[src/rtl/fmul_iter.sv]
// Iterative binary32 multiplier: shift-add mantissa engine (MUL_BITS per clock) plus one normalize/round cycle.
// Define FMUL_ROUND_RNE_EN for round-to-nearest-even; otherwise the result is truncated.
module fmul_iter #(
   parameter int FP_DW    = 32,
   parameter int MUL_BITS = 2
) (
   input  logic             clk,
   input  logic             rst,
   input  logic             mul_op_en,
   input  logic [FP_DW-1:0] mul_rb,
   input  logic [FP_DW-1:0] mul_rc,
   output logic [FP_DW-1:0] mul_ra,
   output logic             mul_busy,
   output logic             mul_done,
   output logic             mul_ovf_flag,
   output logic             mul_unf_flag
);
   localparam int         K    = 24 / MUL_BITS;
   localparam logic [4:0] LAST = 5'(K - 1);
   localparam logic [4:0] MB5  = 5'(MUL_BITS);

   typedef enum logic [1:0] {S_IDLE, S_MUL, S_NORM} state_t;
   state_t state_q, state_d;

   logic               sign_q, sign_d, zero_q, zero_d;
   logic signed [9:0]  exp_q, exp_d;
   logic [23:0]        mcand_q, mcand_d, mplier_q, mplier_d;
   logic [47:0]        acc_q, acc_d;
   logic [4:0]         cnt_q, cnt_d;
   logic [FP_DW-1:0]   ra_q, ra_d;
   logic               ovf_q, ovf_d, unf_q, unf_d, done_q, done_d;

   // FSM: state register
   always_ff @(posedge clk) begin
      if (rst) state_q <= S_IDLE;
      else     state_q <= state_d;
   end

   // FSM: next state
   always_comb begin
      state_d = state_q;
      case (state_q)
         S_IDLE:  if (mul_op_en) state_d = S_MUL;
         S_MUL:   if (cnt_q == LAST) state_d = S_NORM;
         S_NORM:  state_d = S_IDLE;
         default: state_d = S_IDLE;
      endcase
   end

   // FSM: outputs
   always_comb begin
      mul_busy = (state_q == S_MUL) || (state_q == S_NORM);
   end

   // Partial product of one multiplier digit, placed at its weight
   logic [47:0] pp;
   logic [4:0]  shamt;
   always_comb begin
      pp    = 48'(mcand_q) * 48'(mplier_q[MUL_BITS-1:0]);
      shamt = cnt_q * MB5;
   end

   // Normalize and round the finished product
   logic              hi, rnd_inc;
   logic [22:0]       man_t;
   logic [23:0]       man_r;
   logic signed [9:0] exp_f;
   logic              guard, sticky;
   always_comb begin
      hi     = acc_q[47];
      man_t  = hi ? acc_q[46:24] : acc_q[45:23];
      guard  = hi ? acc_q[23] : acc_q[22];
      sticky = hi ? (|acc_q[22:0]) : (|acc_q[21:0]);
`ifdef FMUL_ROUND_RNE_EN
      rnd_inc = guard & (sticky | man_t[0]);
`else
      rnd_inc = 1'b0;
`endif
      man_r = {1'b0, man_t} + {23'b0, rnd_inc};
      exp_f = exp_q + $signed({9'b0, hi}) + $signed({9'b0, man_r[23]});
   end
`ifndef FMUL_ROUND_RNE_EN
   logic unused_rnd;
   assign unused_rnd = guard ^ sticky;
`endif

   always_comb begin
      sign_d   = sign_q;
      zero_d   = zero_q;
      exp_d    = exp_q;
      mcand_d  = mcand_q;
      mplier_d = mplier_q;
      acc_d    = acc_q;
      cnt_d    = cnt_q;
      ra_d     = ra_q;
      ovf_d    = ovf_q;
      unf_d    = unf_q;
      done_d   = 1'b0;
      case (state_q)
         S_IDLE: if (mul_op_en) begin
            sign_d   = mul_rb[31] ^ mul_rc[31];
            exp_d    = $signed({2'b0, mul_rb[30:23]}) + $signed({2'b0, mul_rc[30:23]}) - 10'sd127;
            zero_d   = (mul_rb[30:23] == 8'd0) || (mul_rc[30:23] == 8'd0);
            mcand_d  = {1'b1, mul_rb[22:0]};
            mplier_d = {1'b1, mul_rc[22:0]};
            acc_d    = '0;
            cnt_d    = '0;
         end
         S_MUL: begin
            acc_d    = acc_q + (pp << shamt);
            mplier_d = mplier_q >> MUL_BITS;
            cnt_d    = cnt_q + 5'd1;
         end
         S_NORM: begin
            done_d = 1'b1;
            ovf_d  = 1'b0;
            unf_d  = 1'b0;
            if (zero_q) begin
               ra_d = {sign_q, 31'b0};
            end else if (exp_f >= 10'sd255) begin
               ra_d  = {sign_q, 8'hFF, 23'b0};
               ovf_d = 1'b1;
            end else if (exp_f <= 10'sd0) begin
               ra_d  = {sign_q, 31'b0};
               unf_d = 1'b1;
            end else begin
               ra_d = {sign_q, exp_f[7:0], man_r[22:0]};
            end
         end
         default: ;
      endcase
   end

   always_ff @(posedge clk) begin
      if (rst) begin
         sign_q   <= 1'b0;
         zero_q   <= 1'b0;
         exp_q    <= '0;
         mcand_q  <= '0;
         mplier_q <= '0;
         acc_q    <= '0;
         cnt_q    <= '0;
         ra_q     <= '0;
         ovf_q    <= 1'b0;
         unf_q    <= 1'b0;
         done_q   <= 1'b0;
      end else begin
         sign_q   <= sign_d;
         zero_q   <= zero_d;
         exp_q    <= exp_d;
         mcand_q  <= mcand_d;
         mplier_q <= mplier_d;
         acc_q    <= acc_d;
         cnt_q    <= cnt_d;
         ra_q     <= ra_d;
         ovf_q    <= ovf_d;
         unf_q    <= unf_d;
         done_q   <= done_d;
      end
   end

   assign mul_ra       = ra_q;
   assign mul_done     = done_q;
   assign mul_ovf_flag = ovf_q;
   assign mul_unf_flag = unf_q;
endmodule

[config.mk]
export PLATFORM = sky130hd
export DESIGN_NAME = fmul_iter
export DESIGN_NICKNAME = d
export VERILOG_FILES = /design/src/rtl/fmul_iter.sv
export SDC_FILE = /design/constraint.sdc
export NUM_CORES = 1
export LEC_CHECK = 0
export CORE_MARGIN = 8
export CORE_UTILIZATION = 40
export CTS_CLUSTER_SIZE = 8
export DETAILED_ROUTE_END_ITERATION = 8
export PLACE_DENSITY = 0.61
export SLEW_MARGIN = 20
export SYNTH_ARGS = -nofsm -noshare
export SYNTH_HDL_FRONTEND = slang
export SYNTH_SLANG_ARGS = --single-unit
export TNS_END_PERCENT = 30
[constraint.sdc]
create_clock -name clk -period 5.75 [get_ports clk]
set_input_delay 0.575 -clock clk [delete_from_list [all_inputs] [get_ports clk]]
set_output_delay 0.575 -clock clk [all_outputs]
set_load 0.02 [all_outputs]
==> impl_metrics.yaml <==
floorplanning:
  floorplan.core_area_um2: 29400
  num_rows: 63
  io_pins: 103
  floorplan.die.width_um: 188
  dieHeight_um: 188
  design.die.area_um2: 35300
  start_util_pct: 40.2
job:
  max_cap_viols: 0
worst_setup_path:
  cp_slowest_cell: "sky130_fd_sc_hd__a2111oi_2"
  timing.critical_path.fanout_max: 18
  crit_cells: 26
  r2r-start: "mplier_q[1]"
  crit_path_start_kind: "flip-flop"
  worst_r2r_endpoint: "acc_q[47]"
  critical_path.most_common_cell: "sky130_fd_sc_hd__a21oi_1"
  reg2reg_setup_slack_ns: 0.24
  worst-endpoint-arrival_ns: 5.86
  worstPathRequired_ns: 6.11
  timing.critical_path.max_delay_family: "compound AO/OA/AOI/OAI gates"
  slowest_delay_ns: 0.39
  endpoint_kind: "flip-flop"
  timing.reg2reg.worst_path_depth: 26
  bufs_and_invs_on_worst_path: 2
  worstSetupPathType: "reg2reg"
sta:
  maxSlewViolCount: 0
  worst_slew_margin_rel_pct: 31.3
  timing.final.setup_violations: 0
  final_critical_path_setup_slack_ns: 0.245
  fmaxAchievable_mhz: 182
  timing_hold_violations_final: 0
  skew_ns: 0.0127
  setup_tns_ns: 0
  worst-slew-pin-transition_ns: 1.03
  period_share_pct: 95.7
  fin_hold_ws_ns: 0.462
  final_period_minus_worst_setup_slack_ns: 5.51
worst_hold_path:
  min_to: "mcand_q[21]"
  min-delay-start: "mcand_q[21]"
  depth_of_the_worst_hold_timing_path: 2
  hp-class: "reg2reg"
yosys:
  synthDominantCellAreaShare_pct: 25.4
  most_repeated_cell_in_the_gate_level_netlist_after_synthesis: "sky130_fd_sc_hd__nor2_1"
  yosysTopAreaCell: "sky130_fd_sc_hd__dfxtp_1"
  synthesis.nets: 1704
  postSynthRegisterBits: 150
  syn-instance-count: 1534
  synth-seq-area-share_pct: 25.4
  synthesis.area_um2: 11800
  yosys_warnings: 0
  most_frequent_cells_after_synthesis: "sky130_fd_sc_hd__nor2_1 (175), sky130_fd_sc_hd__nand2_1 (169), sky130_fd_sc_hd__a21oi_1 (160)"
  synthesis.area_per_instance_um2: 7.70
  synth_top_cells_by_area: "sky130_fd_sc_hd__dfxtp_1 (25%), sky130_fd_sc_hd__ha_1 (11%), sky130_fd_sc_hd__a21oi_1 (6.8%)"
  number_of_enable_flip_flop_cells_after_synthesis: 0
  synth.distinct_cells: 77
  yosys_most_used_dff: "sky130_fd_sc_hd__dfxtp_1"
  ys_async_sr_fraction_pct: 0
clocking:
  postCtsHoldBufs: 0
  cts_tree: "yes"
  numCtsBuffers: 17
  root_buffer: "sky130_fd_sc_hd__clkbuf_16"
  worst_skew_pair.late_latency_ns: 0.43
  clock_sink_count: 150
  clock_tree.htree_level_count: 4
  clkTransAtPathRegs_ns: 0.07
  ctsLongestPathBuffers: 2
finish:
  final_layout_size_suffix_gt1_share_pct: 15.5
  utilization_pct: 50.2
  nFillCells: 2850
  final_stage_net_count: 1838
  area_delta_synth_final_pct: 24.9
  diodes: 0
detailed_routing:
  drtPass1Iterations: 5
  postRouteWirelength_mm: 33.2
  post-route-drc-count: 0
  viasPerCell: 5.42
  avgRoutedWirePerCell_um: 16.0
  drt_iter0_drc: 651
  detail-route-antenna-nets: 0
  dr_total_vias: 11223
global_route:
  grt_antenna_before_repair: 0
  global_route.usage.total_pct: 18.4
  grt_start_max_net_pins: 78
  grt_pass1_wl_mm: 54.9
  grt_pass1_vias: 10796
  overflow: 0
power_and_ir_drop:
  peakVddDrop_mv: 0.172
  cellPowerDensity_nw_per_um2: 186
  total_power_mw: 2.74
  power.leakage_nw: 6.22
run_status:
  run_status: "finished, final reports clean"
placement:
  portBuffers: 102
  final_replace_weighted_congestion: 0.896
  hpwl_detailed_mm: 24.8
  dp_slack_ns: -0.0981
logic make-up (layout without fill, tap and decap cells):
logic type / Yosys count / in the layout / share of synthesized area, %
simple gates: 544 / 544 / 21.3
compound gates: 458 / 458 / 25.2
flops: 150 / 150 / 25.4
buf+inv: 122 / 269 / 3.98
fa+ha+maj: 103 / 103 / 11.1
xor+xnor: 81 / 81 / 6.00
mux: 76 / 76 / 7.02
worst min-delay path: cells and delay by family (launching register included):
kind            cells  cell delay, ns
flops               1            0.31
simple gates        1            0.05
compound gates      1            0.05
placed cells by master, fill, tap and decap left out, types with 11 or more instances in the layout:
cell type / n
sky130_fd_sc_hd__a21o_1: 34
sky130_fd_sc_hd__o21ai_0: 40
sky130_fd_sc_hd__and2_1: 50
sky130_fd_sc_hd__a22oi_1: 30
sky130_fd_sc_hd__mux2i_1: 40
sky130_fd_sc_hd__inv_1: 36
sky130_fd_sc_hd__nor2b_1: 44
sky130_fd_sc_hd__o21a_1: 13
sky130_fd_sc_hd__clkbuf_16: 17
sky130_fd_sc_hd__a22o_1: 23
sky130_fd_sc_hd__a211oi_1: 28
sky130_fd_sc_hd__dfxtp_1: 149
sky130_fd_sc_hd__o21ai_1: 15
sky130_fd_sc_hd__nand2b_1: 16
sky130_fd_sc_hd__ha_1: 88
sky130_fd_sc_hd__buf_4: 96
sky130_fd_sc_hd__a21oi_1: 141
sky130_fd_sc_hd__nor3_1: 16
sky130_fd_sc_hd__mux2_2: 28
sky130_fd_sc_hd__xor2_1: 29
sky130_fd_sc_hd__nand3_1: 27
sky130_fd_sc_hd__nand2_1: 167
sky130_fd_sc_hd__nor2_1: 170
sky130_fd_sc_hd__a21oi_2: 18
sky130_fd_sc_hd__clkdlybuf4s50_1: 101
sky130_fd_sc_hd__xnor2_1: 49
sky130_fd_sc_hd__a31oi_1: 11
worst max-delay path by stage:
stage,startpoint,end,slack [ns]
final,mplier_q[1],acc_q[47],0.24
after global placement,mplier_q[1],acc_q[46],-0.1
after detailed placement,mplier_q[1],acc_q[47],-0.1
after floorplan,mplier_q[0],acc_q[46],0.19
after global routing,mplier_q[0],acc_q[47],-0.05
after CTS,mplier_q[1],acc_q[46],0.01
timing repair:
action                                  4_1_cts  5_1_grt
endpoints found under the setup margin        4       16
resized for setup                             5       91
pin swaps                                     0       31
buffers inserted                              0       13
cell type report:
class / instances / area [µm²] / share of cell area [%]
clock buffers: 20 / 447 / 3.03
clock inverters: 12 / 111 / 0.754
inverters: 38 / 143 / 0.966
multi-input cells: 1262 / 8810 / 59.7
flip-flops and latches: 150 / 3000 / 20.4
well taps: 390 / 488 / 3.31
repair buffers: 199 / 1750 / 11.9
registers in the layout, summed over array words and instances, names as in the netlist:
name / count
acc_q: 48
zero_q: 1
exp_q: 10
mul_ra: 32
mcand_q: 24
mul_ovf_flag: 1
cnt_q: 5
sign_q: 1
mul_unf_flag: 1
mul_done: 1
state_q: 2
mplier_q: 24
routing by layer:
metal	up-vias	global-route usage (%)	part of all wire [%]	routed length (µm)
li1	5767	-	-	-
met1	5141	24.3	47	15700
met2	262	29.8	46	15100
met3	53	3.57	4.8	1580
met4	0	6.03	2.3	763
met5	-	0	0	0
power breakdown:
group / internal, mW / total [mW] / switching, mW
clock: 0.582 / 1.10 / 0.517
combinational: 0.233 / 0.527 / 0.294
sequential: 1.08 / 1.11 / 0.0318
through the flow:
stage	cells	instance area (µm²)
after floorplan	1534	11800
after global placement	2026	13700
after detailed placement	2026	13700
after CTS	2058	14200
after global routing	2071	14800
final	2071	14800
(Power assumes the default switching activity.)
